## config.mk

```make
export PLATFORM = sky130hd
export DESIGN_NAME = lt100_bus_master
export DESIGN_NICKNAME = d
export VERILOG_FILES = /design/src/rtl/lt100_bus_pkg.sv /design/src/rtl/lt100_timeout_ctr.sv /design/src/rtl/lt100_bus_master.sv
export SDC_FILE = /design/constraint.sdc
export NUM_CORES = 1
export LEC_CHECK = 0
export BUFFER_PORTS_ARGS = -buffer_cell sky130_fd_sc_hd__buf_4
export CORE_ASPECT_RATIO = 1.75
export CORE_MARGIN = 5
export CORE_UTILIZATION = 35
export CTS_CLUSTER_SIZE = 28
export DETAILED_ROUTE_END_ITERATION = 16
export GPL_TIMING_DRIVEN = 0
export PLACE_DENSITY = 0.65
export SLEW_MARGIN = 10
export SYNTH_ARGS = -nofsm -noshare
export SYNTH_HDL_FRONTEND = slang
export SYNTH_SLANG_ARGS = --single-unit
```

## constraint.sdc

```tcl
create_clock -name clk -period 1.7 [get_ports clk]
set_clock_uncertainty 0.2 [all_clocks]
set_input_delay 0.255 -clock clk [delete_from_list [all_inputs] [get_ports clk]]
set_output_delay 0.255 -clock clk [all_outputs]
set_load 0.03 [all_outputs]
```

## src/rtl/lt100_bus_pkg.sv

```systemverilog
// Shared types and constants for the LT100 bus master: FSM state encoding,
// response codes and the timeout counter width helper.
package lt100_bus_pkg;

  typedef enum logic [1:0] {
    ST_IDLE    = 2'd0,
    ST_ISSUE   = 2'd1,
    ST_RECOVER = 2'd2
  } state_t;

  localparam logic [1:0] RSP_OK      = 2'b00;
  localparam logic [1:0] RSP_BUS_ERR = 2'b01;
  localparam logic [1:0] RSP_TIMEOUT = 2'b10;
  localparam logic [1:0] RSP_BAD_BE  = 2'b11;

  // Counter must hold 0..limit; a disabled timeout (limit 0) still gets one bit.
  function automatic int unsigned ctr_width(input int unsigned limit);
    return (limit < 1) ? 1 : $clog2(limit + 1);
  endfunction

endpackage

```

## src/rtl/lt100_timeout_ctr.sv

```systemverilog
// Saturating cycle counter for bus timeouts; o_tc fires on the cycle whose edge
// would bring the count to LIMIT, so the timeout lands LIMIT cycles after clear.
module lt100_timeout_ctr
  import lt100_bus_pkg::*;
#(
  parameter int unsigned LIMIT = 255
) (
  input  logic clk,
  input  logic rst_n,
  input  logic i_clear,
  input  logic i_enable,
  output logic o_tc
);
  localparam int unsigned W = ctr_width(LIMIT);
  localparam logic [W-1:0] C_LIMIT = W'(LIMIT);
  localparam logic [W-1:0] C_TC    = W'(LIMIT - 1);

  logic [W-1:0] r_cnt;

  always_ff @(posedge clk or negedge rst_n) begin
    if (!rst_n) begin
      r_cnt <= '0;
    end else if (i_clear) begin
      r_cnt <= '0;
    end else if (i_enable && (r_cnt != C_LIMIT)) begin
      r_cnt <= r_cnt + 1'b1;
    end
  end

  generate
    if (LIMIT == 0) begin : g_disabled
      assign o_tc = 1'b0;
    end else begin : g_enabled
      assign o_tc = i_enable && (r_cnt == C_TC);
    end
  endgenerate

endmodule

```

## src/rtl/lt100_bus_master.sv

```systemverilog
// LT100 bus master: takes one request at a time, runs a single bus cycle with
// timeout, and returns a one-cycle response pulse with status and read data.
module lt100_bus_master
  import lt100_bus_pkg::*;
#(
  parameter int unsigned ADDR_WIDTH = 32,
  parameter int unsigned DATA_WIDTH = 32,
  parameter int unsigned TIMEOUT    = 255
) (
  input  logic                    clk,
  input  logic                    rst_n,
  input  logic                    req_valid,
  output logic                    req_ready,
  input  logic                    req_wr,
  input  logic [ADDR_WIDTH-1:0]   req_addr,
  input  logic [DATA_WIDTH-1:0]   req_data,
  input  logic [DATA_WIDTH/8-1:0] req_be,
  output logic                    rsp_valid,
  output logic [DATA_WIDTH-1:0]   rsp_data,
  output logic [1:0]              rsp_err,
  output logic                    enable,
  output logic                    wr_en,
  output logic [ADDR_WIDTH-1:0]   addr,
  output logic [DATA_WIDTH-1:0]   o_data,
  output logic [DATA_WIDTH/8-1:0] be,
  input  logic                    ready,
  input  logic [DATA_WIDTH-1:0]   i_data,
  input  logic                    bus_err,
  input  logic                    irq,
  output logic                    irq_sync,
  output logic                    busy
);
  state_t r_state, w_next;

  logic                    w_accept, w_respond, w_capture, w_tc;
  logic [1:0]              w_code;
  logic                    r_rsp_valid, r_enable, r_wr_en, r_irq_meta, r_irq_sync;
  logic [1:0]              r_rsp_err;
  logic [DATA_WIDTH-1:0]   r_rsp_data, r_o_data;
  logic [ADDR_WIDTH-1:0]   r_addr;
  logic [DATA_WIDTH/8-1:0] r_be;

  lt100_timeout_ctr #(.LIMIT(TIMEOUT)) u_timeout (
    .clk      (clk),
    .rst_n    (rst_n),
    .i_clear  (w_accept),
    .i_enable (r_state == ST_ISSUE),
    .o_tc     (w_tc)
  );

  always_ff @(posedge clk or negedge rst_n) begin
    if (!rst_n) r_state <= ST_IDLE;
    else        r_state <= w_next;
  end

  // Priority inside ISSUE: bus_err, then ready, then timeout.
  always_comb begin
    w_next    = r_state;
    w_accept  = 1'b0;
    w_respond = 1'b0;
    w_capture = 1'b0;
    w_code    = RSP_OK;
    case (r_state)
      ST_IDLE: begin
        if (req_valid) begin
          if (req_be[0]) begin
            w_accept = 1'b1;
            w_next   = ST_ISSUE;
          end else begin
            w_respond = 1'b1;
            w_code    = RSP_BAD_BE;
          end
        end
      end
      ST_ISSUE: begin
        if (bus_err) begin
          w_respond = 1'b1;
          w_capture = !r_wr_en;
          w_code    = RSP_BUS_ERR;
          w_next    = ST_RECOVER;
        end else if (ready) begin
          w_respond = 1'b1;
          w_capture = !r_wr_en;
          w_next    = ST_RECOVER;
        end else if (w_tc) begin
          w_respond = 1'b1;
          w_code    = RSP_TIMEOUT;
          w_next    = ST_RECOVER;
        end
      end
      ST_RECOVER: begin
        if (!ready) w_next = ST_IDLE;
      end
      default: w_next = ST_IDLE;
    endcase
  end

  always_ff @(posedge clk or negedge rst_n) begin
    if (!rst_n) begin
      r_rsp_valid <= 1'b0;
      r_rsp_err   <= RSP_OK;
      r_rsp_data  <= '0;
      r_enable    <= 1'b0;
      r_wr_en     <= 1'b0;
      r_addr      <= '0;
      r_o_data    <= '0;
      r_be        <= '0;
    end else begin
      r_rsp_valid <= w_respond;
      r_enable    <= (w_next == ST_ISSUE);
      if (w_respond) r_rsp_err  <= w_code;
      if (w_capture) r_rsp_data <= i_data;
      if (w_accept) begin
        r_wr_en  <= req_wr;
        r_addr   <= req_addr;
        r_o_data <= req_data;
        r_be     <= req_be;
      end
    end
  end

  always_ff @(posedge clk or negedge rst_n) begin
    if (!rst_n) begin
      r_irq_meta <= 1'b0;
      r_irq_sync <= 1'b0;
    end else begin
      r_irq_meta <= irq;
      r_irq_sync <= r_irq_meta;
    end
  end

  assign req_ready = (r_state == ST_IDLE);
  assign busy      = (r_state != ST_IDLE);
  assign rsp_valid = r_rsp_valid;
  assign rsp_err   = r_rsp_err;
  assign rsp_data  = r_rsp_data;
  assign enable    = r_enable;
  assign wr_en     = r_wr_en;
  assign addr      = r_addr;
  assign o_data    = r_o_data;
  assign be        = r_be;
  assign irq_sync  = r_irq_sync;

endmodule

```

After elaboration in Yosys (flattened, before gate mapping)
Index checks and enable logic that the tools add are counted.
Storage, ports and cells
  flip-flop bits (word level): 117
  word-level logic and storage cells: 51
  bits of input ports: 107
  output and inout port bits: 108
Cells by class
  equal/unequal tests: 5
  add/subtract/negate cells: 1
  multiplexer cells: 27
  reduce and logical (&&, ||, !) cells: 6
Operator list (count)
  $mux W2: 11
  $mux W8: 2
  $mux W1: 11
  $add A8 B1 Y8 const B: 1
  $eq A8 B8 Y1 const B: 1
  $ne A8 B8 Y1 const B: 1
  $pmux W2 S3: 1
  $eq A2 B1 Y1 const B: 2
  $pmux W2 S2: 1
  $reduce_bool A2 Y1: 2
  $eq A2 B2 Y1 const B: 1
  $logic_and A1 B1 Y1: 2
  $logic_not A2 Y1: 1
  $pmux W1 S2: 1
  $logic_not A1 Y1: 1

Longest topological paths before layout
  depth after elaboration: 7
  gate-level depth with buffers: 5
  gate-level depth less buffers: 4

By module
From an unflattened synthesis, not the netlist that was laid out.
Second synthesis, totals
  cells, all modules: 294
  area, all modules: 4932.2 um^2
Modules (own cells, without submodules)
  lt100_bus_master: area each 4431.8 um^2, instances 1, cells each 243
  lt100_timeout_ctr: area each 500.5 um^2, instances 1, cells each 51

Least setup slack after synthesis
OpenSTA, ideal clock, no wires.
  path kind: flip-flop to flip-flop
  start point: register r_state[0]
  end point: register u_timeout.r_cnt[3]
  path buffers: 1
  arrival time: 1.458 ns
  slack: -0.089 ns
  data required time: 1.369 ns
  stages on the path, launching flop included: 5
  path through: dfrtp_1 nor2_1 and3_1 clkbuf_1 nor3_1
On the way
  cells in the longest elaborated chain, start to end: 3
  elaborated cells between the ends (all ways): 6
  classes of those cells: eq/ne (1); mux (2); reduce/logical (3)
Ends and longest elaborated chain
  from (decl): line lt100_bus_master.sv:33  | state_t r_state, w_next;
  from (signal assigned): line lt100_bus_master.sv:53  | else r_state <= w_next;
  $logic_not A2 Y1 *
  net req_ready: line lt100_bus_master.sv:13  | output logic req_ready,
  $mux W1 *: line lt100_bus_master.sv:63  | case (r_state)
  $mux W8 or $reduce_bool A2 Y1 (tied branches)
  to (signal assigned): line lt100_timeout_ctr.sv:26  | r_cnt <= r_cnt + 1'b1;
  to (decl): line lt100_timeout_ctr.sv:18  | logic [W-1:0] r_cnt;
Mark *: on every way through the listed nets, which the timed path passes. The rest lies on a longest branch.
A chain may end at the register's enable or synchronous reset.

Worst setup path after layout
  start point: register r_state[1]
  end point: register r_rsp_data[30], in the netlist rsp_data[30]
On the way
  cells in the longest elaborated chain, start to end: 2
Ends and longest elaborated chain
  $eq A2 B1 Y1: line lt100_bus_master.sv:63
  $mux W1: line lt100_bus_master.sv:63
  to (signal assigned): line lt100_bus_master.sv:112  | if (w_capture) r_rsp_data <= i_data;
  to (decl): line lt100_bus_master.sv:39  | logic [DATA_WIDTH-1:0] r_rsp_data, r_o_data;
No other way between the ends.

==> results.py <==
metrics = {
    "outcome": {
        "outcome": "finished with violations",
        "violations": "setup timing",
    },
    "floorplanning": {
        "initial_utilization_pct": 35.5,
        "die_w_um": 96.6,
        "die_height_um": 161,
        "design.portCount": 215,
        "core_area_um2": 12900,
        "placementRows": 55,
        "dieArea_um2": 15600,
    },
    "sta": {
        "worst_pin_slew_ns": 0.475,
        "timing.final.max_slew_violations": 0,
        "post-route-min-period_ns": 1.75,
        "grt_setup_unrepaired": "true",
        "setup-violations-final": 24,
        "setup_total_negative_slack_ns": -0.449,
        "final.setup.worst_slack_ns": -0.0530,
        "worst_slew_margin_rel_pct": 68.4,
        "final.period_utilization_pct": 103,
        "timing.final.hold_violations": 0,
        "max_clock_freq_mhz": 570,
    },
    "synthesis": {
        "netlist_area_um2": 4590,
        "syn-mean-instance-area_um2": 15.9,
        "number_of_warnings_printed_during_yosys_synthesis": 0,
        "cell_count_after_synthesis": 289,
        "synth_flop_type": "dfrtp_1",
        "synthArstFlopShare_pct": 100,
        "syn-num-nets": 398,
        "ys_seq_area_share_pct": 63.8,
        "synth_top_area_share_pct": 63.8,
        "synth.area.top_cells": "dfrtp_1 64%, mux2_2 24%, buf_6 2.2%",
        "register_bit_count_reported_by_yosys": 117,
        "synth_enable_flop_cells": 0,
        "synth.largest_area_cell": "dfrtp_1",
        "netlist-cell-type-count": 36,
    },
    "placement": {
        "gpl.final_weighted_congestion": 0.776,
        "detailed_place_hpwl_um": 9070,
        "dpl-instance-area_um2": 6440,
        "placement.io_buffers": 214,
    },
    "route": {
        "routed_wirelength_um": 13600,
        "drt_drc_violations_left": 0,
        "firstDrtPassIters": 4,
        "route.vias.total": 3793,
        "route.detailed.vias_per_inst": 4.63,
        "ant_nets": 0,
        "drt_first_iter_violations": 89,
        "routedWlPerCell_um": 16.6,
    },
    "power": {
        "share_clk_of_total_power_pct": 27.6,
        "power.internal_uw": 8750,
        "total_leakage_power_uw": 0.00390,
        "switching_share_pct": 35.7,
        "power.share.sequential_pct": 31.9,
        "comb_power_share_pct": 40.5,
        "power_switching_uw": 4860,
        "max-vdd-ir-drop_v": 0.000978,
        "totalPowerFinal_uw": 13600,
        "power_density_nw_per_um2": 1640,
    },
    "final_layout": {
        "design_area_um2": 8310,
        "post-route-util_pct": 64.2,
        "multiInputGateArea_um2": 1600,
        "area_of_all_sequential_standard_cells_um2": 2930,
        "drive_above_1_share_pct": 58.1,
        "area_delta_synth_final_pct": 81.1,
        "final_nets": 745,
        "antenna_cells": 0,
        "filler_cells_inserted": 973,
    },
    "clocking": {
        "cts-root-to-sink-buffers": 2,
        "clkTransAtPathRegs_ns": 0.05,
        "h-tree-depth": 4,
        "cts.root.buffer_cell": "clkbuf_16",
        "clock_sink_count": 117,
        "clk_latency_ns": 0.40,
        "tritoncts.num_buffers": 17,
        "cts_tree": "built",
    },
    "grt": {
        "globalRouteTotalUtil_pct": 17.4,
        "grt_start_max_net_pins": 70,
        "overflow": 0,
        "grt_first_pass_wirelength_um": 20800,
        "first_global_vias": 4207,
        "antenna_found_initial": 0,
    },
    "job": {
        "cap_viol_max_count": 0,
    },
    "critical_path": {
        "startpoint_type": "flip-flop",
        "end_kind": "flip-flop",
        "critPathArrivalTime_ns": 1.83,
        "cp_data_required_time_ns": 1.78,
        "timing.critical_path.fanout_max": 10,
        "worst-setup-path-type": "flip-flop to flip-flop",
    },
    "min_path": {
        "hp-class": "primary input to flip-flop",
    },
}
==> flip-flops by register name, indices dropped and copies added, names as in the netlist, 2 cells and up <==
signal           count
u_timeout.r_cnt      8
be                   4
rsp_data            32
addr                32
r_state              2
rsp_err              2
o_data              32
==> critical path: stages (launching register included) <==
cell,delay [ns]
dfrtp_2,0.45
nand2b_4,0.18
nor3_4,0.15
buf_12,0.15
buf_12,0.13
mux2_2,0.35
==> area by class of cell <==
type                       count  share of cell area, %
clock buffer                  20                   5.37
inverter                       2                 0.0903
tap                          171                   2.57
timing repair buffer         328                   33.3
buffer                        14                   1.97
clock inverter                12                   2.14
multi-input combinational    156                   19.3
sequential                   117                   35.3
==> power by group through the flow <==
stage,Combinational (uW),Clock (uW),Sequential [uW]
6_report,5520,3750,4340
5_1_grt,5790,4000,4460
4_1_cts,5440,3850,4310
3_5_place_dp,5180,0,4350
3_3_place_gp,5110,0,4300
2_1_floorplan,1130,0,6200
==> worst paths after layout <==
check / from / endpoint / slack [ns] / cells past startpoint
worst min-delay path: bus_err / rsp_err[1]$_DFFE_PN0P_ / 0.08 / 4
max in group asynchronous: rst_n / addr[7]$_DFFE_PN0P_ / 0.40 / 3
min in group asynchronous: rst_n / addr[25]$_DFFE_PN0P_ / 0.19 / 2
worst max register to register: r_state[1]$_DFF_PN0_ / rsp_data[30]$_DFFE_PN0P_ / -0.05 / 5
worst min register to register: r_irq_meta$_DFF_PN0_ / irq_sync$_DFF_PN0_ / 0.16 / 0
worst max-delay path: r_state[1]$_DFF_PN0_ / rsp_data[30]$_DFFE_PN0P_ / -0.05 / 5
==> kinds of logic (layout without fill, tap and decap cells) <==
kind of cell,Yosys count,in the layout,share of synthesized area (%)
buffers and inverters,16,376,2.97
flip-flops,117,117,63.8
multiplexers,102,102,25.0
AND/OR/NAND/NOR,32,32,4.45
adder cells (fa/ha/maj),2,2,0.545
AO/OA/AOI/OAI,20,20,3.24
==> timing repair <==
item                                    CTS  global route
setup buffers                             3             4
hold buffers                            106             0
hold endpoints to repair                155             0
resized for setup                        11            19
endpoints found under the setup margin  101            74
pin swaps                                 1             3
==> Yosys cell counts, types with 2 or more instances <==
cell,n
mux2i_1,2
a31oi_1,4
buf_4,2
mux2_2,98
a21oi_1,3
nor2_1,3
inv_1,2
clkbuf_1,2
o21ai_0,3
dfrtp_1,117
mux2_1,2
ha_1,2
buf_6,9
a41oi_1,2
and3_1,3
nor2b_1,2
a21o_1,2
nand2_1,7
and4_1,2
o2111a_1,2
nor3_1,5
==> through the flow <==
stage               setup WS [ns]  hold slack, ns  cells
floorplan                -0.00907          -0.241    289
finish                    -0.0530          0.0755    820
detailed placement         -0.234          0.0213    675
global placement           -0.208           0.134    674
CTS                       -0.0882          0.0443    816
global route              -0.0913          0.0797    820
==> per-layer routing <==
| layer | part of all wire (%) | global-route usage, % |
|---|---|---|
| met2 | 57 | 32.0 |
| met4 | 2.6 | 7.47 |
| met5 | 0 | 0 |
| met3 | 6.8 | 5.36 |
| met1 | 34 | 17.4 |
==> placed cells by master, fill, tap and decap left out, drive strengths merged, types with 3 or more instances in the layout <==
cell	Yosys	routed
dfrtp	117	117
clkbuf	2	22
a21oi	3	3
bufinv	0	4
dlygate4sd3	0	106
clkinv	0	3
and3	3	3
o21ai	3	3
nor3	6	6
nor2	3	3
mux2	100	100
clkinvlp	0	4
inv	2	3
a31oi	4	4
nand2	7	7
buf	12	234
Power figures use the tool's default switching activity.
